`src/rtl/shift_seq_pkg.sv`:
```
`default_nettype none
// ==================================================================
// Module : shift_seq_pkg -- opcode and FSM state encodings
// Rev    : 1.0  initial release
// ==================================================================
package shift_seq_pkg;

    localparam logic [1:0] OP_LSL = 2'b00;
    localparam logic [1:0] OP_LSR = 2'b01;
    localparam logic [1:0] OP_ASR = 2'b10;
    localparam logic [1:0] OP_ROR = 2'b11;

    localparam logic [1:0] ST_IDLE  = 2'd0;
    localparam logic [1:0] ST_SHIFT = 2'd1;
    localparam logic [1:0] ST_DONE  = 2'd2;

    function automatic logic op_is_ror(input logic [1:0] op);
        return op == OP_ROR;
    endfunction

endpackage
`default_nettype wire

```
`src/rtl/shift_step_1b.sv`:
```
`default_nettype none
// ==================================================================
// Module : shift_step_1b -- combinational single-bit shift/rotate step
// Config : SHIFT_SEQ_ROTATE_EN builds the ROR step
// Rev    : 1.0  initial release
// ==================================================================
module shift_step_1b
    import shift_seq_pkg::*;
#(
    parameter int WIDTH = 4
) (
    input  logic [WIDTH-1:0] data,
    input  logic [1:0]       op,
    output logic [WIDTH-1:0] result
);

    always_comb begin
        result = {1'b0, data[WIDTH-1:1]};
        case (op)
            OP_LSL:  result = {data[WIDTH-2:0], 1'b0};
            OP_LSR:  result = {1'b0, data[WIDTH-1:1]};
            OP_ASR:  result = {data[WIDTH-1], data[WIDTH-1:1]};
`ifdef SHIFT_SEQ_ROTATE_EN
            OP_ROR:  result = {data[0], data[WIDTH-1:1]};
`endif
            default: result = {1'b0, data[WIDTH-1:1]};
        endcase
    end

endmodule
`default_nettype wire

```
`src/rtl/shift_seq_unit.sv`:
```
`default_nettype none
// ==================================================================
// Module : shift_seq_unit -- multi-cycle 1-bit-per-clock shifter, valid/ready
// Config : SHIFT_SEQ_ROTATE_EN enables ROR on op 11 (else op 11 acts as LSR)
// Rev    : 1.0  initial release
// ==================================================================
module shift_seq_unit
    import shift_seq_pkg::*;
#(
    parameter int WIDTH = 4,
    parameter int AMT_W = 3
) (
    input  logic             clk,
    input  logic             rst_n,
    input  logic             in_valid,
    output logic             in_ready,
    input  logic [WIDTH-1:0] in_data,
    input  logic [AMT_W-1:0] in_amt,
    input  logic [1:0]       in_op,
    output logic             out_valid,
    input  logic             out_ready,
    output logic [WIDTH-1:0] out_data,
    output logic             busy
);

    localparam logic [AMT_W-1:0] WIDTH_CNT = AMT_W'(WIDTH);
    localparam logic [AMT_W-1:0] CNT_ONE   = AMT_W'(1);

    logic [1:0]       state;
    logic [WIDTH-1:0] data_q;
    logic [AMT_W-1:0] count;
    logic [1:0]       op_q;
    logic [WIDTH-1:0] result;

    logic [WIDTH-1:0] step_data;
    logic [AMT_W-1:0] acc_count;
    logic [1:0]       acc_op;
    logic             accept;

    assign in_ready  = (state == ST_IDLE);
    assign out_valid = (state == ST_DONE);
    assign busy      = (state != ST_IDLE);
    assign out_data  = result;
    assign accept    = in_valid && in_ready;

    // Linear shifts saturate at WIDTH steps; a rotate only needs amt mod WIDTH.
    always_comb begin
        acc_op    = in_op;
        acc_count = (in_amt > WIDTH_CNT) ? WIDTH_CNT : in_amt;
`ifdef SHIFT_SEQ_ROTATE_EN
        if (op_is_ror(in_op)) begin
            acc_count = in_amt % WIDTH_CNT;
        end
`else
        if (op_is_ror(in_op)) begin
            acc_op = OP_LSR;
        end
`endif
    end

    shift_step_1b #(
        .WIDTH (WIDTH)
    ) u_step (
        .data   (data_q),
        .op     (op_q),
        .result (step_data)
    );

    always_ff @(posedge clk or negedge rst_n) begin
        if (!rst_n) begin
            state <= ST_IDLE;
        end else begin
            case (state)
                ST_IDLE: begin
                    if (accept) begin
                        state <= (acc_count == '0) ? ST_DONE : ST_SHIFT;
                    end
                end
                ST_SHIFT: begin
                    if (count == CNT_ONE) begin
                        state <= ST_DONE;
                    end
                end
                ST_DONE: begin
                    if (out_ready) begin
                        state <= ST_IDLE;
                    end
                end
                default: state <= ST_IDLE;
            endcase
        end
    end

    // Result is captured on the edge entering DONE so it survives the handshake.
    always_ff @(posedge clk or negedge rst_n) begin
        if (!rst_n) begin
            data_q <= '0;
            count  <= '0;
            op_q   <= OP_LSL;
            result <= '0;
        end else begin
            case (state)
                ST_IDLE: begin
                    if (accept) begin
                        data_q <= in_data;
                        op_q   <= acc_op;
                        count  <= acc_count;
                        if (acc_count == '0) begin
                            result <= in_data;
                        end
                    end
                end
                ST_SHIFT: begin
                    data_q <= step_data;
                    count  <= count - CNT_ONE;
                    if (count == CNT_ONE) begin
                        result <= step_data;
                    end
                end
                default: begin
                end
            endcase
        end
    end

endmodule
`default_nettype wire

```
`config.mk`:
```
export PLATFORM = sky130hd
export DESIGN_NAME = shift_seq_unit
export DESIGN_NICKNAME = d
export VERILOG_FILES = /design/src/rtl/shift_seq_pkg.sv /design/src/rtl/shift_step_1b.sv /design/src/rtl/shift_seq_unit.sv
export SDC_FILE = /design/constraint.sdc
export NUM_CORES = 1
export LEC_CHECK = 0
export CELL_PAD_IN_SITES_DETAIL_PLACEMENT = 1
export CELL_PAD_IN_SITES_GLOBAL_PLACEMENT = 2
export CORE_MARGIN = 2
export CORE_UTILIZATION = 32
export DETAILED_ROUTE_END_ITERATION = 8
export GPL_TIMING_DRIVEN = 0
export PLACE_DENSITY_LB_ADDON = 0.12
export SETUP_SLACK_MARGIN = 0.05
export SYNTH_ARGS = -nofsm -noshare
export SYNTH_HDL_FRONTEND = slang
export SYNTH_HIERARCHICAL = 1
export SYNTH_SLANG_ARGS = --single-unit
```
`constraint.sdc`:
```
create_clock -name clk -period 3.6 [get_ports clk]
set_input_delay 1.08 -clock clk [delete_from_list [all_inputs] [get_ports clk]]
set_output_delay 1.08 -clock clk [all_outputs]
set_load 0.03 [all_outputs]
```
==> results.sh, run 1 <==
export IMPL_place_inst=134
export IMPL_grt_pass1_vias=794
export IMPL_start_util_pct=32.8
export IMPL_io_pins=20
export IMPL_critPathKind="reg2out"
export IMPL_cts_hold_buf=0
export IMPL_synth_seq_cells=15
export IMPL_cts_buffers=3
export IMPL_rsz0062_at_grt="no"
export IMPL_synth_area_top_cells="dfrtp_1 43%, mux2_2 7.7%, mux2_4 6.8%"
export IMPL_fin_ws_ps=556
export IMPL_worst_setup_hold_path_clk_slew_ps=100
export IMPL_synth_cells=84
export IMPL_globalplace_congestion=0.728
export IMPL_fin_crit_sh_pct=84.6
export IMPL_die_y_um=56.5
export IMPL_drv_cap=0
export IMPL_drt_wl_total_mm=2.05
export IMPL_ys_warn_count=6
export IMPL_drt_wirelength_per_cell_um=14.8
export IMPL_synth_top_area_share_pct=42.6
export IMPL_pre_cts_slack_ps=817
export IMPL_most_common_layout_cells="19 x clkdlybuf4s50_1, 15 x dfrtp_1, 9 x inv_1"
export IMPL_gr_total_overflow=0
export IMPL_ir_drop_uv=483
export IMPL_ctsResizeCount=0
export IMPL_cp_num_cells=5
export IMPL_cp_required_ps=2520
export IMPL_coreArea_sq_mm=0.00269
export IMPL_p_leak_nw=0.495
export IMPL_grt_max_degree=16
export IMPL_drt_first_iter_violations=9
export IMPL_hold_class="reg2reg"
export IMPL_max_stage_delay_ps=660
export IMPL_num_vias=698
export IMPL_setup_viol=0
export IMPL_cp_slowest_cell="clkdlybuf4s50_1"
export IMPL_synth_area_leader_cell="dfrtp_1"
export IMPL_cts_tree="done"
export IMPL_finalSetupTns_ps=0
export IMPL_end_kind="output pin"
export IMPL_async_flop_share_pct=100
export IMPL_viasPerCell=5.06
export IMPL_slew_headroom_pct=53.4
export IMPL_hpwl_mm=1.59
export IMPL_final_cells=138
export IMPL_rr_worst_depth=4
export IMPL_final_antenna_net_count=0
export IMPL_hold_viol=0
export IMPL_crit_fanout=10
export IMPL_clock_latency_ps=280
export IMPL_critPathTopFamily="buffers and inverters"
export IMPL_cts_num_sinks=15
export IMPL_tightest_slew_ps=696
export IMPL_placementRows=19
export IMPL_crit_arrival_ps=1960
export IMPL_p_per_area_mw_per_mm2=860
export IMPL_numPortBuffers=19
export IMPL_htreeDepth=1
export IMPL_drive_gt1_share_pct=17.8
export IMPL_crit_buf_inv=4
export IMPL_dieArea_sq_mm=0.00319
export IMPL_synth_edf_count=0
export IMPL_synth_nets=99
export IMPL_syn_area_per_cell_sq_um=10.5
export IMPL_crit_chain="buf_6 > clkbuf_1 > nor2_1 > inv_1 > clkdlybuf4s50_1"
export IMPL_syn_to_final_growth_pct=29.0
export IMPL_ys_flop_type="dfrtp_1"
export IMPL_die_w_um=56.5
export IMPL_grt_pass1_wl_mm=3.75
export IMPL_antenna_found_initial=0
export IMPL_status="finished clean"
export IMPL_fmax_mhz=329
export IMPL_drtPass1Iterations=4
export IMPL_n_antenna_cell=0
export IMPL_cts_setup_buffers=0
export IMPL_clock_skew_ps=7.00
export IMPL_whs_path_depth=2
export IMPL_slew_violations=0
export IMPL_drc=0
export IMPL_clock_root_buffer="clkbuf_4"
export IMPL_ys_types=30
export IMPL_globalRouteTotalUtil_pct=15.0
export IMPL_clock_path_buffers=2
export IMPL_layout_nets=123
export IMPL_fin_crit_ps=3040
export IMPL_mostFrequentLayoutCell="clkdlybuf4s50_1"
export IMPL_start_kind="register"
export IMPL_ys_seq_area_share_pct=42.6
export IMPL_synth_area_sq_um=881
[worst reg2reg max path: stages, from the launching register on]
cell and delay, ps:
dfrtp_1 350, buf_6 120, nor2b_1 400, mux2_2 400, mux2_4 260
[state kept, by name, indices dropped and copies added (netlist names)]
signal	count
op_q	2
data_q	4
count	3
state	2
out_data	4
[stage by stage]
stage	hold slack, ps	utilization [%]	area [sq um]	total power, mW
floorplan	444	-	881	0.707
global placement	461	41.3	1110	0.878
detailed placement	475	41.3	1110	0.890
CTS	496	42.3	1140	0.992
global route	538	42.3	1140	1.06
finish	484	42.3	1140	0.977
[final timing paths]
path	to	slack [ps]	startpoint
hold / removal	data_q[0]	480	data_q[0]
setup reg to reg	out_data[0]	1960	state[0]
min in group asynchronous	data_q[2]	1210	rst_n
setup / recovery	busy	560	state[0]
max in group asynchronous	out_data[2]	1940	rst_n
hold reg to reg	data_q[0]	480	data_q[0]
[power breakdown]
| group | internal, mW | leakage [nW] | switching [mW] |
|---|---|---|---|
| combinational | 0.278 | 0.296 | 0.297 |
| clock | 0.0429 | 0.0150 | 0.0542 |
| sequential | 0.248 | 0.184 | 0.0574 |
[layer usage]
| metal | up-vias | global-route usage, % | part of all wire, % |
|---|---|---|---|
| li1 | 337 | - | - |
| met1 | 349 | 19.9 | 47 |
| met2 | 10 | 24.1 | 48 |
| met3 | 2 | 3.23 | 4.1 |
| met4 | 0 | 5.10 | 0.59 |
| met5 | - | 0 | 0 |
[synth_stat cells, types with 2 or more instances]
master	instances
mux2_4	4
a22oi_1	6
inv_1	9
ha_1	2
nor2b_1	3
o21ai_0	5
nand2b_1	2
dfrtp_1	15
nor2_1	4
mux2_2	6
a21oi_1	2
nand2_1	8
[cells by family after synthesis]
kind of cell | synth area share, %
AO/OA/AOI/OAI | 17.8
adder cells (fa/ha/maj) | 2.84
buffers and inverters | 6.11
flip-flops | 42.6
multiplexers | 16.9
AND/OR/NAND/NOR | 13.8
[final cells by class]
class	instances	area (sq um)
repair buffers	19	190
fillers	311	1550
multi-input cells	57	452
plain buffers	3	20.0
flip-flops and latches	15	375
clock buffers	4	26.3
well taps	31	38.8
inverters	9	33.8
No activity file was read; power rests on OpenSTA's default activity.
==> run 2, diff against run 1 <==
Settings changed: CORE_UTILIZATION 32 to 30.
Clock period 3.6 ns to 3.15 ns, I/O delays scaled along.
==> results.sh, run 2 (synthesized netlist as in run 1, its figures left out) <==
export IMPL_hold_viol=0
export IMPL_ctsResizeCount=0
export IMPL_drt_wl_total_mm=2.16
export IMPL_end_kind="output pin"
export IMPL_tightest_slew_ps=708
export IMPL_critPathKind="reg2out"
export IMPL_placementRows=19
export IMPL_clock_latency_ps=280
export IMPL_final_antenna_net_count=0
export IMPL_fin_ws_ps=217
export IMPL_ir_drop_uv=547
export IMPL_dieArea_sq_mm=0.00339
export IMPL_grt_max_degree=16
export IMPL_n_antenna_cell=0
export IMPL_coreArea_sq_mm=0.00278
export IMPL_drive_gt1_share_pct=17.8
export IMPL_htreeDepth=1
export IMPL_gr_max_usage_layer="met2"
export IMPL_grtUsageMet3_pct=2.23
export IMPL_fin_crit_sh_pct=93.1
export IMPL_place_inst=134
export IMPL_start_util_pct=31.7
export IMPL_rsz0062_at_grt="no"
export IMPL_total_power_mw=1.12
export IMPL_crit_fanout=10
export IMPL_pre_cts_slack_ps=484
export IMPL_mostFrequentLayoutCell="clkdlybuf4s50_1"
export IMPL_grt_pass1_wl_mm=3.76
export IMPL_syn_to_final_growth_pct=29.0
export IMPL_cts_tree="done"
export IMPL_cts_setup_buffers=0
export IMPL_cts_buffers=3
export IMPL_drc=0
export IMPL_globalRouteTotalUtil_pct=15.0
export IMPL_p_per_area_mw_per_mm2=990
export IMPL_start_kind="register"
export IMPL_layout_nets=123
export IMPL_slew_violations=0
export IMPL_clock_root_buffer="clkbuf_4"
export IMPL_drtPass1Iterations=4
export IMPL_drv_cap=0
export IMPL_cts_hold_buf=0
export IMPL_numPortBuffers=19
export IMPL_die_w_um=58.2
export IMPL_hold_class="reg2reg"
export IMPL_io_pins=20
export IMPL_setup_viol=0
export IMPL_cp_required_ps=2200
export IMPL_num_vias=704
export IMPL_status="finished clean"
export IMPL_clock_path_buffers=2
export IMPL_die_y_um=58.2
export IMPL_viasPerCell=5.10
export IMPL_final_util_pct=40.8
export IMPL_fin_crit_ps=2930
export IMPL_globalplace_congestion=0.715
export IMPL_p_leak_nw=0.495
export IMPL_grt_pass1_vias=770
export IMPL_drt_wirelength_per_cell_um=15.7
export IMPL_most_common_layout_cells="19 x clkdlybuf4s50_1, 15 x dfrtp_1, 9 x inv_1"
export IMPL_use_met2_pct=24.5
export IMPL_cts_num_sinks=15
export IMPL_antenna_found_initial=0
export IMPL_gr_total_overflow=0
export IMPL_fmax_mhz=341
export IMPL_drt_first_iter_violations=12
export IMPL_hpwl_mm=1.66
export IMPL_grt_util_met1_pct=19.8
export IMPL_final_cells=138
export IMPL_crit_arrival_ps=1990
export IMPL_finalSetupTns_ps=0
export IMPL_clock_skew_ps=4.86
export IMPL_worst_setup_hold_path_clk_slew_ps=100
export IMPL_slew_headroom_pct=52.6
[run 2: cell counts in the layout (fill, tap and decap cells not counted)]
No cell type changed its count.
[run 2: routing by layer]
metal / up-vias / part of all wire [%]
li1: 339 / -
met4: 0 / 0.74
met5: - / 0
met2: 10 / 49
met1: 353 / 47
met3: 2 / 3.2
[run 2: worst paths after layout]
kind                                start     endpoint  slack, ps  depth (start not counted)
worst min register to register  data_q[0]    data_q[0]        480                          2
min in group asynchronous           rst_n    data_q[2]       1080                          1
worst min-delay path            data_q[0]    data_q[0]        480                          2
worst max register to register   state[0]  out_data[0]       1520                          4
worst max-delay path             state[0]         busy        220                          5
max in group asynchronous           rst_n  out_data[2]       1620                          1
[run 2: worst max-delay path: stages, from the launching register on]
cell	delay [ps]
dfrtp_1	360
buf_6	120
clkbuf_1	380
nor2_1	110
inv_1	70
clkdlybuf4s50_1	660
[run 2: layout make-up]
type	instances	area, sq um
Fill cell	314	1650
Multi-Input combinational cell	57	452
Sequential cell	15	375
Timing Repair Buffer	19	190
Tap cell	31	38.8
Inverter	9	33.8
Clock buffer	4	26.3
Buffer	3	20.0
[run 2: stage by stage]
stage | hold slack [ps] | cell area, sq um
6_report | 484 | 1140
5_1_grt | 536 | 1140
4_1_cts | 497 | 1140
3_5_place_dp | 474 | 1110
3_3_place_gp | 461 | 1110
2_1_floorplan | 444 | 881
[run 2: report_power, final]
part           switching (mW)  total, mW  internal (mW)
registers              0.0642      0.348          0.284
clock network          0.0650      0.114         0.0491
logic                   0.346      0.663          0.317
total                   0.475       1.12          0.650
==> run 3, diff against run 2 <==
Settings changed: CORE_UTILIZATION 30 to 32.
Clock period 3.15 ns to 3.7 ns, I/O delays scaled along.
==> results of run 3 <==
The final DEF is identical to that of run 1. Status: finished clean.
Among the figures that moved: setup slack after placement 817 ps -> 887 ps; setup slack after layout 556 ps -> 626 ps; register-to-register setup slack 1960 ps -> 2060 ps; total power 0.977 mW -> 0.951 mW; worst IR drop on VDD 483 uV -> 470 uV
==> edit (config.mk and constraints of run 2) <==
Set the parameter `AMT_W` to 4 (it was 3).
--- a/src/rtl/shift_seq_unit.sv
+++ b/src/rtl/shift_seq_unit.sv
@@ -9,5 +9,5 @@
 #(
     parameter int WIDTH = 4,
-    parameter int AMT_W = 3
+    parameter int AMT_W = 4
 ) (
     input  logic             clk,
Ports: changed (resized in_amt); port bits go from 20 to 21. The function was not compared with the original's and may differ.
==> edit against run 2 <==
Core utilization increased by 1.1 points. Die area increased by 1.2%. Synthesized area grew 1.3%. Wire length is 10% lower. Cell area is 2.8% higher. Critical path depth is 1 lower. Non-clock buffer count increased by 2. Sequential cell count is 1 higher. Sequential share of layout area grew 1.3 points. Total power grew 2.9%. Setup slack improved by 0.15 ns.
==> edit: results (changes against run 2) <==
status=finished, final reports clean; pin count of the biggest net entering global routing=17 (+1); P per Cell Area=992 nW/um2 (+0.18%); GRT Total Usage=13.1% (-1.9 points); crit path DAT=1.84 ns (-0.15 ns); combinational gate power=629 uW (-5.1%); Vias/cell=4.77 (-6.4%); Net Count, Synth=102 (+3.0%); input/output buffers=20 (+1); placer's final routability congestion estimate=0.807 (+13%); number of buffers added for setup after CTS=0 (unchanged); clock network fraction of design power=12.2% (+2.1 points); first-pass GRT wire length=3.30 mm (-12%); layout cell share with drive strength beyond 1=15.5% (-2.3 points); Min-Delay Path Depth=1 (-1); M1 WL=892 um (-12%); DRT Pass-1 Iters=2 (-2); worst r2r path cells=5 (+1); final antenna diode count=0 (unchanged); share of flip-flops with an asynchronous set or reset=100% (unchanged); Hold Crit Class=reg -> reg; routed wire length=1.94 mm (-10%); uppermost signal routing layer after detailed routing=met4; buffers from clock root to sink, at most=2 (unchanged); average size of a mapped cell=10.4 um2 (-1.1%); DR WL met3=108 um (+54%); initial antenna violation count=0 (unchanged); Leak=0.000512 uW (+3.5%); Worst path top cell family by delay=buffers and inverters; Synth Area in Compound Gates=10.7% (-7.1 points); multiplexer share of the synthesized area=15.0% (-1.9 points); clock latency on the worst-skew pair=0.29 ns; DR WL met2=906 um (-15%); Warnings, synthesis=6 (unchanged); Post-Synth Adder-Cell Area=2.81% (-0.036 points); count of placed standard cells in the final layout, fillers left out=141 (+2.2%); Post-DP Area=1130 um2 (+1.9%); largest fanout on the critical path=10 (unchanged); library cells used by synthesis=34 (+13%); number of global-route vias before repair=708 (-8.1%); Setup Skew=0.00217 ns (-0.00269 ns); most numerous cell types in the synthesized netlist=16 x sky130_fd_sc_hd__dfrtp_1, 10 x sky130_fd_sc_hd__mux2i_1, 8 x sky130_fd_sc_hd__inv_1; leading cell types by total area after synthesis=sky130_fd_sc_hd__dfrtp_1 45%, sky130_fd_sc_hd__mux2i_1 11%, sky130_fd_sc_hd__mux2_2 3.8%; sum of net half-perimeters after detailed placement=1.50 mm (-10%); Max VDD drop=536 uV (-1.9%); Final nets=127 (+3.3%); post-synthesis xor/xnor area fraction=0.982% (+0.98 points); Setup Slack @ Placement=0.541 ns (+0.0570 ns); First DRT Iteration DRCs=4 (-8); relative slew slack=49.7% (-2.9 points); internal cell power=684 uW (+5.4%); Clock H-tree levels=1 (unchanged); share of the yosys chip area belonging to registers=44.9% (+2.3 points)
edit: cell types whose count changed after synthesis, sizes merged, moves of 2 or more:
cell	before	now
a21oi	2	6
a22oi	6	0
mux2	11	3
mux2i	1	10
nand2	8	6
nand3b	0	2
nor2	5	7
nor2b	3	1
o21ai	5	1
o22ai	0	2
edit: area by class of cell:
type / count / area, um2
fillers: 321 / 1610
plain buffers: 4 / 31.3
flip-flops and latches: 16 / 400
inverters: 8 / 30.0
repair buffers: 20 / 200
well taps: 31 / 38.8
clock buffers: 4 / 36.3
multi-input cells: 58 / 430
edit: worst reg2reg max path, delay by kind of cell (launching register included):
| family | cells | cell delay, ns |
|---|---|---|
| multiplexers | 1 | 0.24 |
| flip-flops | 1 | 0.41 |
| AO/OA/AOI/OAI | 1 | 0.30 |
| adder cells (fa/ha/maj) | 1 | 0.15 |
| buffers and inverters | 1 | 0.09 |
| AND/OR/NAND/NOR | 1 | 0.51 |
edit: routing by layer:
metal | GRT usage (%) | vias to the layer above
met2 | 20.7 | 18
met1 | 17.0 | 312
met5 | 0 | -
met3 | 2.20 | 2
li1 | - | 341
met4 | 6.98 | 0
edit: path summary, 6_finish.rpt:
kind	start	to	slack [ns]
setup / recovery	state[0]$_DFFE_PN0P_	in_ready	0.36
hold / removal	count[3]$_DFFE_PN0P_	count[3]$_DFFE_PN0P_	0.48
setup reg to reg	count[1]$_DFFE_PN0P_	out_data[1]$_DFFE_PN0P_	1.38
hold reg to reg	count[3]$_DFFE_PN0P_	count[3]$_DFFE_PN0P_	0.48
max in group asynchronous	rst_n	out_data[0]$_DFFE_PN0P_	1.60
min in group asynchronous	rst_n	out_data[3]$_DFFE_PN0P_	1.08
